**src/rtl/ntr_if.sv**
```systemverilog
// ============================================================================
// Module      : ntr_if
// Description : Command bus bundle between the cartridge-side bus driver and
//               the NTR command capture block.
// Revision    : 1.0 - initial release
// ============================================================================
`default_nettype none

interface ntr_if #(
    parameter int CMD_BYTES = 8
);
    logic                     ntr_cs1;
    logic [7:0]               ntr_data;
    logic [CMD_BYTES*8-1:0]   command;
    logic                     ready;
    logic [2:0]               count;

    modport master (
        output ntr_cs1,
        output ntr_data,
        input  command,
        input  ready,
        input  count
    );

    modport slave (
        input  ntr_cs1,
        input  ntr_data,
        output command,
        output ready,
        output count
    );
endinterface

`default_nettype wire

```
**src/rtl/ntr.sv**
```systemverilog
// ============================================================================
// Module      : ntr
// Description : Captures an 8-byte command frame from the NTR bus while chip
//               select is low; all outputs are registered.
// Revision    : 1.0 - initial release
// ============================================================================
`default_nettype none

module ntr #(
    parameter int CMD_BYTES = 8
) (
    input  wire        ntr_clk,
    input  wire        rst_n,
    ntr_if.slave       bus
);

    localparam int           CMD_W    = CMD_BYTES * 8;
    localparam logic [2:0]   LAST_IDX = 3'(CMD_BYTES - 1);

    localparam logic [1:0]   ST_IDLE  = 2'd0;
    localparam logic [1:0]   ST_CMD   = 2'd1;
    localparam logic [1:0]   ST_DATA  = 2'd2;

    logic [1:0]       state;
    logic [1:0]       state_next;

    logic [CMD_W-1:0] command_q;
    logic [CMD_W-1:0] command_next;
    logic [2:0]       count_q;
    logic [2:0]       count_next;
    logic             ready_q;
    logic             ready_next;

    // State register
    always_ff @(posedge ntr_clk or negedge rst_n) begin
        if (!rst_n) begin
            state <= ST_IDLE;
        end else begin
            state <= state_next;
        end
    end

    // Next-state logic; a high chip select always returns to IDLE
    always_comb begin
        state_next = state;
        if (bus.ntr_cs1) begin
            state_next = ST_IDLE;
        end else begin
            case (state)
                ST_IDLE: state_next = ST_CMD;
                ST_CMD:  if (count_q == LAST_IDX) state_next = ST_DATA;
                ST_DATA: state_next = ST_DATA;
                default: state_next = ST_IDLE;
            endcase
        end
    end

    // Output next-values; registered below so no input reaches an output combinationally
    always_comb begin
        command_next = command_q;
        count_next   = count_q;
        ready_next   = ready_q;
        if (bus.ntr_cs1) begin
            count_next = 3'd0;
            ready_next = 1'b0;
        end else begin
            case (state)
                ST_IDLE: begin
                    command_next = {command_q[CMD_W-9:0], bus.ntr_data};
                    count_next   = 3'd1;
                    ready_next   = 1'b0;
                end
                ST_CMD: begin
                    command_next = {command_q[CMD_W-9:0], bus.ntr_data};
                    if (count_q == LAST_IDX) begin
                        count_next = 3'd0;
                        ready_next = 1'b1;
                    end else begin
                        count_next = count_q + 3'd1;
                        ready_next = 1'b0;
                    end
                end
                ST_DATA: begin
                    count_next = 3'd0;
                    ready_next = 1'b1;
                end
                default: begin
                    count_next = 3'd0;
                    ready_next = 1'b0;
                end
            endcase
        end
    end

    always_ff @(posedge ntr_clk or negedge rst_n) begin
        if (!rst_n) begin
            command_q <= '0;
            count_q   <= 3'd0;
            ready_q   <= 1'b0;
        end else begin
            command_q <= command_next;
            count_q   <= count_next;
            ready_q   <= ready_next;
        end
    end

    assign bus.command = command_q;
    assign bus.count   = count_q;
    assign bus.ready   = ready_q;

endmodule

`default_nettype wire

```
**src/flat_wrapper.sv**
```systemverilog
// flat-port wrapper written by rule: the top's interface ports become plain ports
module ntr_flat 
#(
    parameter int CMD_BYTES = 8
)
  (ntr_clk, rst_n, bus_ntr_cs1, bus_ntr_data, bus_command, bus_ready, bus_count);
  ntr_if #(.CMD_BYTES(CMD_BYTES)) bus_i ();
  input  wire ntr_clk;
  input  wire rst_n;
  input wire logic [$bits(bus_i.ntr_cs1)-1:0] bus_ntr_cs1;
  input wire logic [$bits(bus_i.ntr_data)-1:0] bus_ntr_data;
  output wire logic [$bits(bus_i.command)-1:0] bus_command;
  output wire logic [$bits(bus_i.ready)-1:0] bus_ready;
  output wire logic [$bits(bus_i.count)-1:0] bus_count;
  assign bus_i.ntr_cs1 = bus_ntr_cs1;
  assign bus_i.ntr_data = bus_ntr_data;
  assign bus_command = bus_i.command;
  assign bus_ready = bus_i.ready;
  assign bus_count = bus_i.count;
  ntr #(.CMD_BYTES(CMD_BYTES)) u_core (.ntr_clk(ntr_clk), .rst_n(rst_n), .bus(bus_i));
endmodule
```
**config.mk**
```make
export PLATFORM = sky130hd
export DESIGN_NAME = ntr_flat
export DESIGN_NICKNAME = d
export VERILOG_FILES = /design/src/rtl/ntr_if.sv /design/src/rtl/ntr.sv /design/src/flat_wrapper.sv
export SDC_FILE = /design/constraint.sdc
export NUM_CORES = 1
export LEC_CHECK = 0
export BUFFER_PORTS_ARGS = -buffer_cell sky130_fd_sc_hd__buf_2
export CAP_MARGIN = 20
export CORE_ASPECT_RATIO = 0.9
export CORE_MARGIN = 2
export CORE_UTILIZATION = 52
export CTS_CLUSTER_SIZE = 12
export DETAILED_ROUTE_END_ITERATION = 6
export PLACE_DENSITY = 0.79
export SYNTH_ARGS = -nofsm -noshare
export SYNTH_HDL_FRONTEND = slang
export SYNTH_SLANG_ARGS = --single-unit
```
**constraint.sdc**
```tcl
create_clock -name ntr_clk -period 2 [get_ports ntr_clk]
set_input_delay 0.1 -clock ntr_clk [delete_from_list [all_inputs] [get_ports ntr_clk]]
set_output_delay 0.1 -clock ntr_clk [all_outputs]
set_load 0.05 [all_outputs]
```
# [Word level (Yosys, flattened, before mapping)]
# Index checks and enable logic that the tools add are counted.
# W data, S select, Z words.
[word_totals] regBits=70 out_inout_bits=68 in_bits=11
[op_classes] mux=9 n_bitwise=1 n_reduce_logical=3 eq_ne=4 addsub=1
[ops] cell="$mux W3" count=2
[ops] cell="$pmux W2 S3" count=1
[ops] cell="$pmux W3 S2" count=1
[ops] cell="$mux W2" count=2
[ops] cell="$add A3 B1 Y3 const B" count=1
[ops] cell="$eq A3 B3 Y1 const B" count=1
[ops] cell="$ne A3 B2 Y1 const B" count=1
[ops] cell="$eq A2 B1 Y1 const B" count=1
[ops] cell="$eq A2 B2 Y1 const B" count=1
[ops] cell="$logic_not A2 Y1" count=1
[ops] cell="$mux W1" count=2
[ops] cell="$pmux W1 S2" count=1
[ops] cell="$reduce_and A2 Y1" count=1
[ops] cell="$reduce_or A2 Y1" count=1
[ops] cell="$not A1 Y1" count=1

# [Longest topological paths before layout]
# Gate-level depths: netlist of run 1.
[logic_depth] depth_word=4 mapped_depth=6 mapped_depth_nobuf=5

# [Worst setup path before layout of run 1]
# Ideal clock, no wire load.
[synth_timing] path_kind="flip-flop to flip-flop" from="register u_core.count_q[0] (netlist: u_core.bus.count[0])" to="register u_core.count_q[0] (netlist: u_core.bus.count[0])" arrival_ns=1.471 synth_period_minus_slack_ns=1.542 n_path_buf=0 setup_slack_ns=0.458 required_time_ns=1.929 path_stages_with_launch=6 setup_time_ns=0.071 path_cell_list="dfrtp_1 -> ha_1 -> ha_1 -> nand2b_1 -> o21ba_2 -> nor2_1"
[synth_via] elab_chain_cells=4
[synth_lines] element="start, declared" line="ntr.sv:29" source="logic [2:0] count_q;"
[synth_lines] element="start signal, assigned" line="ntr.sv:102" source="count_q <= count_next;"
[synth_lines] element="$add A3 B1 Y3 / $eq A3 B3 Y1 (equally long branches)" line="ntr.sv:79, ntr.sv:75"
[synth_lines] element="$mux W3 *" line="ntr.sv:75" source="if (count_q == LAST_IDX) begin"
[synth_lines] element="$pmux W3 S2 *" line="ntr.sv:67" source="case (state)"
[synth_lines] element="$mux W3 *" line="ntr.sv:63" source="if (bus.ntr_cs1) begin"
[synth_lines] element="named net u_core.count_next[0]" line="ntr.sv:30" source="logic [2:0] count_next;"
# Mark *: on every way through the listed nets, which the timed path passes. The rest lies on a longest branch.
# A chain may end at the register's enable or synchronous reset.

# [Final worst setup path of run 1]
[layout_timing] from="register u_core.state[0]" to="register u_core.command_q[41] (netlist: u_core.bus.command[41])"
[layout_via] elab_chain_cells=3
[layout_lines] element="start, declared" line="ntr.sv:24" source="logic [1:0] state;"
[layout_lines] element="start signal, assigned" line="ntr.sv:39" source="state <= state_next;"
[layout_lines] element="$eq A2 B1 Y1 / $logic_not A2 Y1 (equally long branches)" line="ntr.sv:67"
[layout_lines] element="$reduce_or A2 Y1 (no source line) *"
[layout_lines] element="$reduce_and A2 Y1 (no source line) *"
[layout_lines] element="end signal, assigned" line="ntr.sv:101" source="command_q <= command_next;"
[layout_lines] element="end, declared" line="ntr.sv:27" source="logic [CMD_W-1:0] command_q;"
# Mark *: on every way between the ends. The rest lies on a longest branch, timed or not.

==> results of run 1 <==
[cells in the final DEF, fill, tap and decap left out]
cell | Yosys | layout
o21ba_2 | 1 | 1
ha_1 | 5 | 5
mux2_4 | 60 | 60
mux2_2 | 4 | 4
bufinv_16 | 0 | 3
nor3b_1 | 1 | 1
buf_2 | 0 | 77
dfrtp_1 | 70 | 70
buf_12 | 7 | 2
clkbuf_8 | 0 | 11
buf_4 | 0 | 1
mux2i_1 | 2 | 2
o21bai_4 | 1 | 1
a21oi_1 | 1 | 1
and3b_2 | 2 | 2
clkinvlp_4 | 0 | 2
nor2_1 | 3 | 3
nand2b_1 | 1 | 1
dlygate4sd3_1 | 0 | 10
inv_1 | 2 | 2
[sequential cells by signal (all words and copies together), names as in the netlist]
signal              flops
u_core.bus.ready        1
u_core.state            2
u_core.bus.command     64
u_core.bus.count        3
[how the worst max path moves through the flow]
stage,from,end,cells after the start
2_1_floorplan,u_core.bus.count[0],u_core.bus.count[0],5
3_3_place_gp,u_core.state[1],u_core.bus.command[38],5
3_5_place_dp,u_core.state[0],u_core.bus.command[40],5
4_1_cts,u_core.state[0],u_core.bus.command[40],5
5_1_grt,u_core.state[1],u_core.bus.command[41],5
6_report,u_core.state[0],u_core.bus.command[41],5
[area by class of cell]
cell class                 count  share of cell area (%)
inverter                       2                   0.201
clock inverter                 5                    2.81
sequential                    70                    46.8
clock buffer                  11                    4.04
tap                           70                    2.34
multi-input combinational     81                    29.6
timing repair buffer          90                    14.2
[synthesized netlist by cell type]
library cell,n,area [µm²]
nand2b_1,1,6.26
mux2_4,60,901
o21bai_4,1,18.8
nor2_1,3,11.3
mux2i_1,2,20.0
buf_12,7,140
and3b_2,2,20.0
a21oi_1,1,5.00
mux2_2,4,45.0
o21ba_2,1,10.0
inv_1,2,7.51
ha_1,5,62.6
dfrtp_1,70,1750
nor3b_1,1,7.51
[through the flow]
step	area, µm²	cells	hold slack (ns)
floorplan	3010	160	-0.196
global placement	3390	303	0.261
finish	3740	329	0.415
detailed placement	3390	303	0.268
global route	3740	329	0.490
CTS	3740	329	0.444
[per-layer routing]
layer	GRT usage, %	part of all wire, %
met1	22.8	46
met2	24.3	45
met3	7.80	7.8
met4	5.00	1.1
met5	0	0
[kinds of logic after synthesis]
group | synth area share (%)
flip-flops | 58.3
adder cells (fa/ha/maj) | 2.08
AO/OA/AOI/OAI | 1.12
AND/OR/NAND/NOR | 1.50
buffers and inverters | 4.91
multiplexers | 32.1
[critical path, stage by stage, from the launching register on]
cell and delay (ns):
dfrtp_1 0.37, inv_1 0.07, ha_1 0.25, o21bai_4 0.22, buf_12 0.27, mux2_2 0.36
==> flow_metrics.py, run 1 <==
metrics = {
    "run_status": {
        "status": "finished, final reports clean",
    },
    "min_path": {
        "hp-class": "in -> async",
    },
    "clocking": {
        "cts_root_buf": "clkbuf_8",
        "clockBufferDepth": 2,
        "post_cts_buffers": 0,
        "path_clk_slew_ns": 0.07,
        "cts_hold_buffers": 10,
        "htree_levels": 3,
        "cts_resized": 0,
        "clk_latency_ns": 0.34,
        "cts_sinks": 70,
        "numCtsBuffers": 9,
        "cts_tree": "built",
    },
    "cells_and_area": {
        "antenna_cells": 0,
        "multi_input_area_um2": 1110,
        "finish.utilization_pct": 66.5,
        "nFillCells": 405,
        "regArea_um2": 1750,
        "nets": 270,
        "drive_above_1_share_pct": 63.3,
        "syn2layout_area_growth_pct": 24.5,
    },
    "flow_run": {
        "cap_violations": 0,
    },
    "timing": {
        "setup_violations": 0,
        "hold_viol_final": 0,
        "timing.final.crit_period_ns": 1.67,
        "maxSlewHeadroom_pct": 42.6,
        "setup_tns_ns": 0,
        "fin_crit_sh_pct": 83.6,
        "worst_slack_ns": 0.328,
        "tightest_slew_ns": 0.860,
        "fmax_mhz": 598,
        "fin_skew_ns": 0.00670,
        "slew_violations": 0,
        "rsz0062_at_grt": "no",
    },
    "global_routing": {
        "antenna_found_initial": 0,
        "grt_pass1_wl_mm": 8.33,
        "grt_pass1_vias": 1681,
        "gr-total-overflow": 0,
        "grt_usage_pct": 16.8,
        "grt_start_max_net_pins": 71,
    },
    "routing": {
        "routed_wl_mm": 5.06,
        "drt-initial-drc-count": 83,
        "postRouteAntennaNets": 0,
        "routedWlPerCell_um": 15.4,
        "viasPerCell": 4.92,
        "drcViolationCount": 0,
        "vias": 1618,
        "dr.pass1.iters": 4,
    },
    "die": {
        "initial_core_util_pct": 53.4,
        "die-width_um": 84.2,
        "row_count": 26,
        "die_area_um2": 6410,
        "fp.dieH_um": 76.1,
        "core-area_um2": 5630,
        "ioPinCount": 79,
    },
    "worst_setup_path": {
        "worstPathRequired_ns": 2.22,
        "crit_type": "reg -> reg",
        "r2r-start": "u_core.state[0]",
        "critPathLaunchType": "register",
        "r2r-end": "u_core.bus.command[41]",
        "cp_max_fo": 32,
        "r2r_slack_ns": 0.33,
        "crit_path_end_kind": "register",
        "critPathArrivalTime_ns": 1.89,
        "reg2reg_depth": 5,
    },
    "synth": {
        "ys_seq_elements": 70,
        "syn-num-nets": 176,
        "yosys.cell_types.count": 14,
        "ys_warn_count": 0,
        "syn_area_per_cell_um2": 18.8,
        "syn_inst": 160,
        "mappedNetlistArea_um2": 3010,
        "synth_seq_area_share_pct": 58.3,
    },
    "place": {
        "gp_congestion": 0.762,
        "portBuffers": 78,
        "dpl_worst_slack_ns": 0.339,
        "place_hpwl_mm": 3.30,
    },
}
Power of run 1 is left out: the tool's default activity adds up to more than one toggle a clock period on the data nets, which glitch-free logic cannot reach.
==> run 2: changes to the inputs <==
==> constraint.sdc (replaced) <==
create_clock -name ntr_clk -period 1.56 [get_ports ntr_clk]
set_input_delay 0.078 -clock ntr_clk [delete_from_list [all_inputs] [get_ports ntr_clk]]
set_output_delay 0.078 -clock ntr_clk [all_outputs]
set_load 0.05 [all_outputs]
==> flow_metrics.py, run 2 (synthesis gave the netlist of run 1 again) <==
metrics = {
    "run_status": {
        "status": "complete, but fails checks",
        "violations": "setup timing",
    },
    "worst_setup_path": {
        "critPathMaxStageDelay_ns": 0.39,
        "critPathArrivalTime_ns": 1.81,
        "crit_type": "reg -> reg",
        "path_cells": "inv_2, ha_4, o21bai_4, buf_12, clkbuf_16, mux2_4",
        "crit_path_end_kind": "register",
        "cp_max_fo": 8,
        "worstPathRequired_ns": 1.78,
        "crit_path_top_delay_cell": "dfrtp_1",
        "critPathLaunchType": "register",
    },
    "clocking": {
        "numCtsBuffers": 9,
        "clk_latency_ns": 0.34,
        "htree_levels": 3,
        "cts_root_buf": "clkbuf_8",
        "path_clk_slew_ns": 0.08,
        "clockBufferDepth": 2,
        "cts_tree": "built",
        "cts_sinks": 70,
    },
    "global_routing": {
        "grt_pass1_wl_mm": 9.03,
        "grt_start_max_net_pins": 43,
        "grt_pass1_vias": 1707,
        "grt_usage_pct": 18.3,
        "antenna_found_initial": 0,
        "gr-total-overflow": 0,
    },
    "die": {
        "initial_core_util_pct": 53.4,
        "ioPinCount": 79,
        "die_area_um2": 6410,
        "core-area_um2": 5630,
        "row_count": 26,
        "fp.dieH_um": 76.1,
        "die-width_um": 84.2,
    },
    "timing": {
        "fin_crit_sh_pct": 102,
        "tightest_slew_ns": 0.546,
        "fin_skew_ns": 0.00788,
        "rsz0062_at_grt": "yes",
        "timing.final.crit_period_ns": 1.59,
        "setup_tns_ns": -0.405,
        "hold_viol_final": 0,
        "maxSlewHeadroom_pct": 63.6,
        "setup_violations": 28,
        "fmax_mhz": 630,
        "worst_slack_ns": -0.0270,
        "slew_violations": 0,
    },
    "cells_and_area": {
        "nFillCells": 371,
        "antenna_cells": 0,
        "multi_input_area_um2": 1140,
        "syn2layout_area_growth_pct": 33.1,
        "regArea_um2": 1750,
        "nets": 284,
        "design_area_um2": 4000,
        "final_common_cell": "buf_2",
        "largest_reg_flops": 64,
        "finish.utilization_pct": 71.1,
        "final_cell_mix": "buf_2 (77), dfrtp_1 (70), mux2_4 (64)",
        "drive_above_1_share_pct": 66.7,
    },
    "routing": {
        "routed_wl_mm": 5.51,
        "wl_met3_um": 370,
        "vias": 1658,
        "routedWlPerCell_um": 16.1,
        "postRouteAntennaNets": 0,
        "met2_length_mm": 2.48,
        "routed.top_layer": "met4",
        "dr.pass1.iters": 4,
        "viasPerCell": 4.83,
        "drt-initial-drc-count": 93,
        "wl_met1_mm": 2.63,
        "drcViolationCount": 0,
    },
    "min_path": {
        "hp-class": "in -> async",
    },
    "flow_run": {
        "cap_violations": 0,
    },
    "place": {
        "portBuffers": 78,
        "dpl_cell_area_um2": 3440,
        "gp_congestion": 0.706,
        "place_hpwl_mm": 3.27,
    },
}
[run 2: final cells by class]
| class | instances | share of cell area [%] |
|---|---|---|
| inverter | 2 | 0.188 |
| tap | 70 | 2.19 |
| multi-input combinational | 81 | 28.4 |
| clock buffer | 10 | 3.44 |
| clock inverter | 6 | 2.13 |
| sequential | 70 | 43.8 |
| timing repair buffer | 104 | 19.9 |
[run 2: repair_timing]
| action | in CTS | in global routing |
|---|---|---|
| hold endpoints to repair | 52 | 0 |
| setup endpoints to repair | 64 | 64 |
| pin swaps | 2 | 2 |
| cloned | 3 | 3 |
| setup buffers | 1 | 1 |
| resized for setup | 7 | 6 |
| hold buffers | 10 | 0 |
[run 2: path summary, 6_finish.rpt]
check | from | to | slack (ns) | depth (start not counted)
max in group asynchronous | rst_n | u_core.bus.command[30] | 0.78 | 3
hold reg to reg | u_core.bus.command[62] | u_core.bus.command[62] | 0.51 | 1
setup reg to reg | u_core.state[0] | u_core.bus.command[3] | -0.03 | 6
min in group ntr_clk | bus_ntr_cs1 | u_core.bus.count[0] | 0.49 | 3
setup / recovery | u_core.state[0] | u_core.bus.command[3] | -0.03 | 6
hold / removal | rst_n | u_core.bus.command[42] | 0.27 | 2
[run 2: per-stage QoR]
stage          setup slack [ns]  hold WS [ns]  instances
6_report                -0.0270         0.269        343
2_1_floorplan            0.0179        -0.218        160
5_1_grt                 -0.0739         0.304        343
3_5_place_dp            -0.0962         0.104        309
4_1_cts                 -0.0267         0.272        339
3_3_place_gp            -0.0406         0.103        309
[run 2: worst max-delay path: cells and delay by family, from the launching register on]
family / cells / cell delay (ns)
adder cells (fa/ha/maj): 1 / 0.17
multiplexers: 1 / 0.29
AO/OA/AOI/OAI: 1 / 0.17
flip-flops: 1 / 0.39
buffers and inverters: 3 / 0.44
[run 2: metal layers]
metal	up-vias	GRT usage (%)
li1	782	-
met1	803	26.6
met2	69	25.5
met3	4	8.13
met4	0	4.03
met5	-	0
Power of run 2 is left out for the same reason.
